File: config.mk
export PLATFORM = sky130hd
export DESIGN_NAME = credit_bcd_formatter
export DESIGN_NICKNAME = d
export VERILOG_FILES = /design/src/rtl/credit_bcd_formatter.sv
export SDC_FILE = /design/constraint.sdc
export NUM_CORES = 1
export LEC_CHECK = 0
export ABC_AREA = 1
export CORE_MARGIN = 2
export CORE_UTILIZATION = 55
export DETAILED_ROUTE_END_ITERATION = 7
export HOLD_SLACK_MARGIN = 0.15
export PLACE_DENSITY = 0.89
export SLEW_MARGIN = 20
export SYNTH_ARGS = -nofsm -noshare
export SYNTH_HDL_FRONTEND = slang
export SYNTH_SLANG_ARGS = --single-unit
File: constraint.sdc
create_clock -name clk -period 2.2 [get_ports clk]
set_clock_uncertainty 0.2 [all_clocks]
set_input_delay 0.44 -clock clk [delete_from_list [all_inputs] [get_ports clk]]
set_output_delay 0.44 -clock clk [all_outputs]
set_load 0.005 [all_outputs]
File: src/rtl/credit_bcd_formatter.sv
// credit_bcd_formatter
//   Converts a binary credit/price value into four BCD digits for the
//   seven-segment display block. One input bit is consumed per clock by a
//   shift-add-3 (double-dabble) engine. Digits and ovf are registered and only
//   change when a conversion completes or on reset.
//
// Ports
//   clk            system clock
//   clr            asynchronous, active-high reset
//   load           start a conversion of value (accepted only when idle)
//   value[IN_W]    unsigned binary value to display
//   busy           high from the cycle after an accepted load through the done cycle
//   done           one-cycle pulse when dig1..dig4 carry new digits
//   ovf            last converted value exceeded 9999 (display saturated)
//   dig1..dig4     thousands .. ones digit; dig4 is never blanked
//
// State   | meaning
// --------+------------------------------------------------------------
// S_IDLE  | waiting for load; also hosts the done-pulse cycle (busy still 1)
// S_SHIFT | IN_W adjust-and-shift steps, cnt counts down to terminal count 1
// S_DONE  | bcd complete; digits, ovf and done are registered at its closing edge

module credit_bcd_formatter #(
  parameter int unsigned IN_W          = 14,
  parameter bit          BLANK_LEADING = 1'b1,
  parameter logic [3:0]  BLANK_CODE    = 4'hF
) (
  input  logic            clk,
  input  logic            clr,
  input  logic            load,
  input  logic [IN_W-1:0] value,
  output logic            busy,
  output logic            done,
  output logic            ovf,
  output logic [3:0]      dig1,
  output logic [3:0]      dig2,
  output logic [3:0]      dig3,
  output logic [3:0]      dig4
);

  localparam int unsigned CNT_W = $clog2(IN_W + 1);

  // Leading-digit reset value: a blank display showing just "0".
  localparam logic [3:0] LEAD_RST = BLANK_LEADING ? BLANK_CODE : 4'h0;

  typedef enum logic [1:0] {
    S_IDLE  = 2'd0,
    S_SHIFT = 2'd1,
    S_DONE  = 2'd2
  } state_t;

  state_t            state;
  logic [IN_W-1:0]   src;
  logic [15:0]       bcd;
  logic [CNT_W-1:0]  cnt;
  logic              ovf_n;

  logic              over_max;
  logic [15:0]       bcd_adj;
  logic [15:0]       bcd_shift;
  logic              z1, z2, z3;

  // Narrow inputs can never exceed 9999, so the guard folds to constant false.
  assign over_max = (IN_W >= 14) && (value > IN_W'(9999));

  always_comb begin
    bcd_adj = bcd;
    for (int i = 0; i < 4; i++) begin
      if (bcd[4*i +: 4] >= 4'd5) begin
        bcd_adj[4*i +: 4] = bcd[4*i +: 4] + 4'd3;
      end
    end
  end

  assign bcd_shift = {bcd_adj[14:0], src[IN_W-1]};

  // Leading-zero blanking chain: a digit is blanked only if every digit to its
  // left was blanked too, so inner zeros (e.g. 1005) survive.
  always_comb begin
    z1 = BLANK_LEADING && (bcd[15:12] == 4'd0);
    z2 = z1 && (bcd[11:8] == 4'd0);
    z3 = z2 && (bcd[7:4]  == 4'd0);
  end

  always_ff @(posedge clk or posedge clr) begin
    if (clr) begin
      state <= S_IDLE;
      busy  <= 1'b0;
      done  <= 1'b0;
      ovf   <= 1'b0;
      ovf_n <= 1'b0;
      src   <= '0;
      bcd   <= '0;
      cnt   <= '0;
      dig1  <= LEAD_RST;
      dig2  <= LEAD_RST;
      dig3  <= LEAD_RST;
      dig4  <= 4'h0;
    end else begin
      case (state)
        S_IDLE: begin
          done <= 1'b0;
          // busy is still high during the done pulse, which blocks a load there.
          if (load && !busy) begin
            busy  <= 1'b1;
            src   <= over_max ? IN_W'(9999) : value;
            ovf_n <= over_max;
            bcd   <= '0;
            cnt   <= CNT_W'(IN_W);
            state <= S_SHIFT;
          end else begin
            busy <= 1'b0;
          end
        end

        S_SHIFT: begin
          bcd <= bcd_shift;
          src <= src << 1;
          cnt <= cnt - CNT_W'(1);
          if (cnt == CNT_W'(1)) begin
            state <= S_DONE;
          end
        end

        S_DONE: begin
          dig1  <= z1 ? BLANK_CODE : bcd[15:12];
          dig2  <= z2 ? BLANK_CODE : bcd[11:8];
          dig3  <= z3 ? BLANK_CODE : bcd[7:4];
          dig4  <= bcd[3:0];
          ovf   <= ovf_n;
          done  <= 1'b1;
          state <= S_IDLE;
        end

        default: begin
          state <= S_IDLE;
          busy  <= 1'b0;
          done  <= 1'b0;
        end
      endcase
    end
  end

endmodule

Word-level counts from Yosys, hierarchy flattened. Cells that the tools add are included.

Multipliers: 0. Div/mod/pow operators: 0. Order comparisons: 5. Shifts and indexed selects: 0. Reduce and logical (&&, ||, !) cells: 13. Bitwise gates (word level): 0. Add/subtract/negate cells: 5. Eq/ne operators: 5. Muxes and demuxes: 20.

Operators with widths (count): one-hot mux 16 bit (2 select lines) (1); two-way mux 14 bit (2); two-way mux 4 bit (7); one-hot mux 14 bit (2 select lines) (1); >= comparator 4 x 3 -> 1 bit (second input constant) (4); two-way mux 16 bit (1); > comparator 14 bit (second input constant) (1); adder 4 x 2 -> 4 bit (second input constant) (3); zero test 4 bit (3); one-hot mux 4 bit (2 select lines) (1); AND reduction 2 bit (3); == test 4 x 1 -> 1 bit (second input constant) (1); two-way mux 2 bit (2); != test 2 bit (second input constant) (2); one-hot mux 1 bit (2 select lines) (2); one-hot mux 2 bit (2 select lines) (1); subtractor 4 x 1 -> 4 bit (second input constant) (1); adder 3 x 2 -> 3 bit (second input constant) (1); logical AND 1 bit (3); two-way mux 3 bit (1); == test 2 x 1 -> 1 bit (second input constant) (1); == test 2 bit (second input constant) (1); zero test 2 bit (1); nonzero test 2 bit (1); other kinds (3) (3).

Memory bits (read-only): 0. Memories kept: 0. Register bits: 56. Input port bits: 17. Memory bits (writable): 0. Bits in latches: 0.

Logic depth before layout (Yosys ltp).
Depth in word-level cells: 4. Depth in mapped cells: 10. Depth with buffers taken out: 10.

Worst setup path after synthesis. Ideal clock, no wire load.

Path kind: register -> register. Start point: register state[0]. End point: register src[4]. Stages on the path, launching flop included: 9. Path slack: 0.636 ns. Buffers on the path: 1. Data required time: 1.880 ns. Data arrival time: 1.245 ns. Cell sequence: dfrtp_1 > inv_1 > ha_1 > nand3_2 > nand2_4 > inv_4 > buf_6 > a21oi_2 > a21oi_2.

Word-level cells in the longest chain between the ends: 3.

Ends and longest elaborated chain: start: declaration (RTL line 52) `state_t state;`; start signal: assignment (RTL line 87) `state <= S_IDLE;`; start signal: assignment (RTL line 110) `state <= S_SHIFT;`; start signal: assignment (RTL line 121) `state <= S_DONE;`; == test 2 x 1 -> 1 bit or zero test 2 bit (tied branches) (RTL line 100) `case (state)`; nonzero test 2 bit (no line) or != test 2 bit (tied branches); AND reduction 2 bit (no line); end signal: assignment (RTL line 106) `src <= over_max ? IN_W'(9999) : value;`; end signal: assignment (RTL line 118) `src <= src << 1;`; end: declaration (RTL line 53) `logic [IN_W-1:0] src;`.

Parallel ways exist; a longest one is shown, timed or not. A chain may end at the register's enable or synchronous reset.

Worst setup path in the final report.
Start point: register dig3[1]. End point: output dig3[1].

RTL lines: start: declaration (RTL line 37) `output logic [3:0] dig3,`; start signal: assignment (RTL line 128) `dig3 <= z3 ? BLANK_CODE : bcd[7:4];`.

No word-level cell between the ends.

==> impl_results.md <==
- Run status: completed
- CP max stage delay: 550 ps
- Register Area: 1416 um^2
- First-pass GRT wire length: 10200 um
- Number of global-route vias before repair: 2323
- All-Layer GR Usage: 0.2125
- Layout Nets: 429
- Util after Layout: 0.6753
- Rows: 26
- Initial DRC count: 150
- Final period utilization: 0.9092
- Placed cell area: 3359 um^2
- Fillers: 445
- Final non-filler cell area: 3471 um^2
- Post-CTS sizing: 0
- P_int: 2.303 mW
- Post-Synthesis Cells: 361
- MaxCap Viol Count: 0
- Hpwl dp: 4366 um
- Reg-to-reg slack, setup: 390 ps
- Instance count on the critical path: 1
- CP startpoint: dig3[1]
- Cell area after synthesis: 2932 um^2
- Final std cells w/o fill: 468
- Placement Setup Slack: 110.4 ps
- Initial Utilization: 0.5704
- Yosys cell types: 32
- NetSw: 1.483 mW
- WL per Instance: 12.39 um
- Die Y: 77.01 um
- Total inserted antenna cells: 0
- Maximum vdd drop: 0.0004626 V
- Multi-input logic area: 1264 um^2
- Seq pwr share: 0.402
- Drt pass-1 iters: 4
- TritonCTS sink count: 56
- H-tree level count: 2
- IO buf count: 35
- Setup repair bufs after CTS: 0
- Type of the worst setup path: flip-flop to output port
- Syn. warnings: 0
- Register area share after synthesis: 0.4831
- Mean number of vias per cell: 5.220
- Slew headroom: 0.7158
- Setup crit start kind: flip-flop
- Clock share of power: 0.175
- WP buf/inv: 1
- CTS tree: yes
- CP max-delay cell: dfstp_2
- Slew Limit Fails: 0
- P&R area growth vs syn: 18.40%
- Comb pwr share: 0.423
- End of the worst register-to-register path: bcd[9]
- Crit. End Element: output port
- Setup total negative slack: 0 ps
- Layout cell share with drive strength beyond 1: 0.1055
- Final ANT Viol Nets: 0
- Routed WL: 5798 um
- Max clock buf depth: 2
- # placed instances: 460
- Final Critical Period: 2000 ps
- Final WS setup: 199.8 ps
- Setup violators final: 0
- Leakage: 1.692 nW
- Hold Buf Count CTS: 0
- IO Pins: 36
- Root Driver: clkbuf_8
- GRT overflow: 0
- Hold WC Path Type: input port to asynchronous set/reset pin
- Die X: 77.01 um
- Hold Vio Cnt, Final: 0
- F_max: 500.0 MHz
- DR DRC count: 0
- Sw Ratio: 0.3917
- Insertion delay to the later sink of the worst-skew pair: 310 ps
- CP Data Required Time: 1560 ps
- Clock Pin Slew Worst Setup and Hold Paths: 100 ps
- Routed via count: 2443
- Worst slew pin tran: 425.6 ps
- Core Region: 5140 um^2
- Largest net degree at the start of global routing: 24
- CP max FO: 2
- Initial antenna violation count: 0
- Setup crit end: dig3[1]
- Gp weighted congestion: 0.8093
- Cell depth of the worst flop-to-flop path: 7
- Delay-heaviest family, CP: flip-flops
- Arrival time worst endpoint: 1360 ps
- Hold slack: 233.4 ps
- P per Cell Area: 1091 nW/um^2
- Number of synthesized register bits: 56
- RSZ-0062 raised after global routing: no
- CP Cell Sequence: clkdlybuf4s50_1
- Inserted Clock Buffers: 5
- Mapped Nets: 393
- Post-synthesis area per instance: 8.121 um^2
- Die ar.: 5930 um^2
- Total power: 3.786 mW
- Worst reg2reg startpoint: state[0]
## state kept, by name, indices dropped and copies added (netlist names)
register / count
dig2: 4
cnt: 4
bcd: 16
dig3: 4
ovf_n: 1
busy: 1
state: 2
done: 1
ovf: 1
dig4: 4
src: 14
dig1: 4
## kinds of logic after synthesis
logic type	after synthesis	share of synthesized area
xor gates and xnor gates	3	0.008965
buffers and inverters	57	0.08578
AOI/OAI and AO/OA	63	0.1195
adders and majority gates	15	0.06402
DFF	56	0.4831
and+or+nand+nor	167	0.2386
## synthesized netlist by cell type (all sizes together)
library cell / number / share of area
ha: 15 / 0.064
dfrtp: 44 / 0.38
a31oi: 8 / 0.017
buf: 11 / 0.026
nand2: 88 / 0.12
dfstp: 12 / 0.11
nor3: 2 / 0.0034
o22ai: 4 / 0.0085
o211ai: 2 / 0.0051
nand3: 13 / 0.024
nand4: 4 / 0.0085
xor2: 1 / 0.0030
a21oi: 17 / 0.032
o21ai: 31 / 0.053
xnor2: 2 / 0.0060
clkbuf: 1 / 0.0013
or2: 3 / 0.0064
nor3b: 1 / 0.0026
nor2: 56 / 0.077
a22oi: 1 / 0.0043
inv: 45 / 0.058
## layout by cell type (no fill, tap or decap), drive strengths merged, types with 2 or more instances in the layout
| cell type | count |
|---|---|
| nand2 | 88 |
| nor2 | 56 |
| inv | 45 |
| dfrtp | 44 |
| clkdlybuf4s50 | 35 |
| o21ai | 31 |
| a21oi | 17 |
| ha | 15 |
| nand3 | 13 |
| dfstp | 12 |
| a31oi | 8 |
| buf | 6 |
| clkbuf | 5 |
| o22ai | 4 |
| nand4 | 4 |
| or2 | 3 |
| nor3 | 2 |
| o211ai | 2 |
| xnor2 | 2 |
## how the worst min path moves through the flow
stage,startpoint,endpoint,slack [ps],depth (start not counted)
floorplan,src[10],src[10],250,2
global placement,ovf,ovf,260,2
detailed placement,ovf,ovf,260,2
CTS,clr,src[13],240,2
global route,clr,src[13],280,2
finish,clr,src[13],230,2
## power groups by stage
stage               combinational, mW  sequential (mW)  clock, mW
global placement                 1.55             1.52          0
finish                           1.60             1.52      0.664
global route                     1.83             1.55      0.714
floorplan                        1.17             1.50          0
detailed placement               1.60             1.53          0
CTS                              1.61             1.52      0.677
## metal layers
layer | share of wire | wire length, um | GRT usage
met2 | 0.51 | 2960 | 0.3763
met5 | 0 | 0 | 0
met3 | 0.042 | 245 | 0.03529
met4 | 0.016 | 92 | 0.06429
met1 | 0.43 | 2500 | 0.2671
## area by class of cell
class                           instances  share of cell area
Clock inverter                          3             0.01226
Tap cell                               70             0.02523
Multi-Input combinational cell        248              0.3641
Inverter                               45             0.04939
Clock buffer                            5             0.01983
Timing Repair Buffer                   41              0.1211
Sequential cell                        56              0.4081
(Power assumes the default switching activity.)
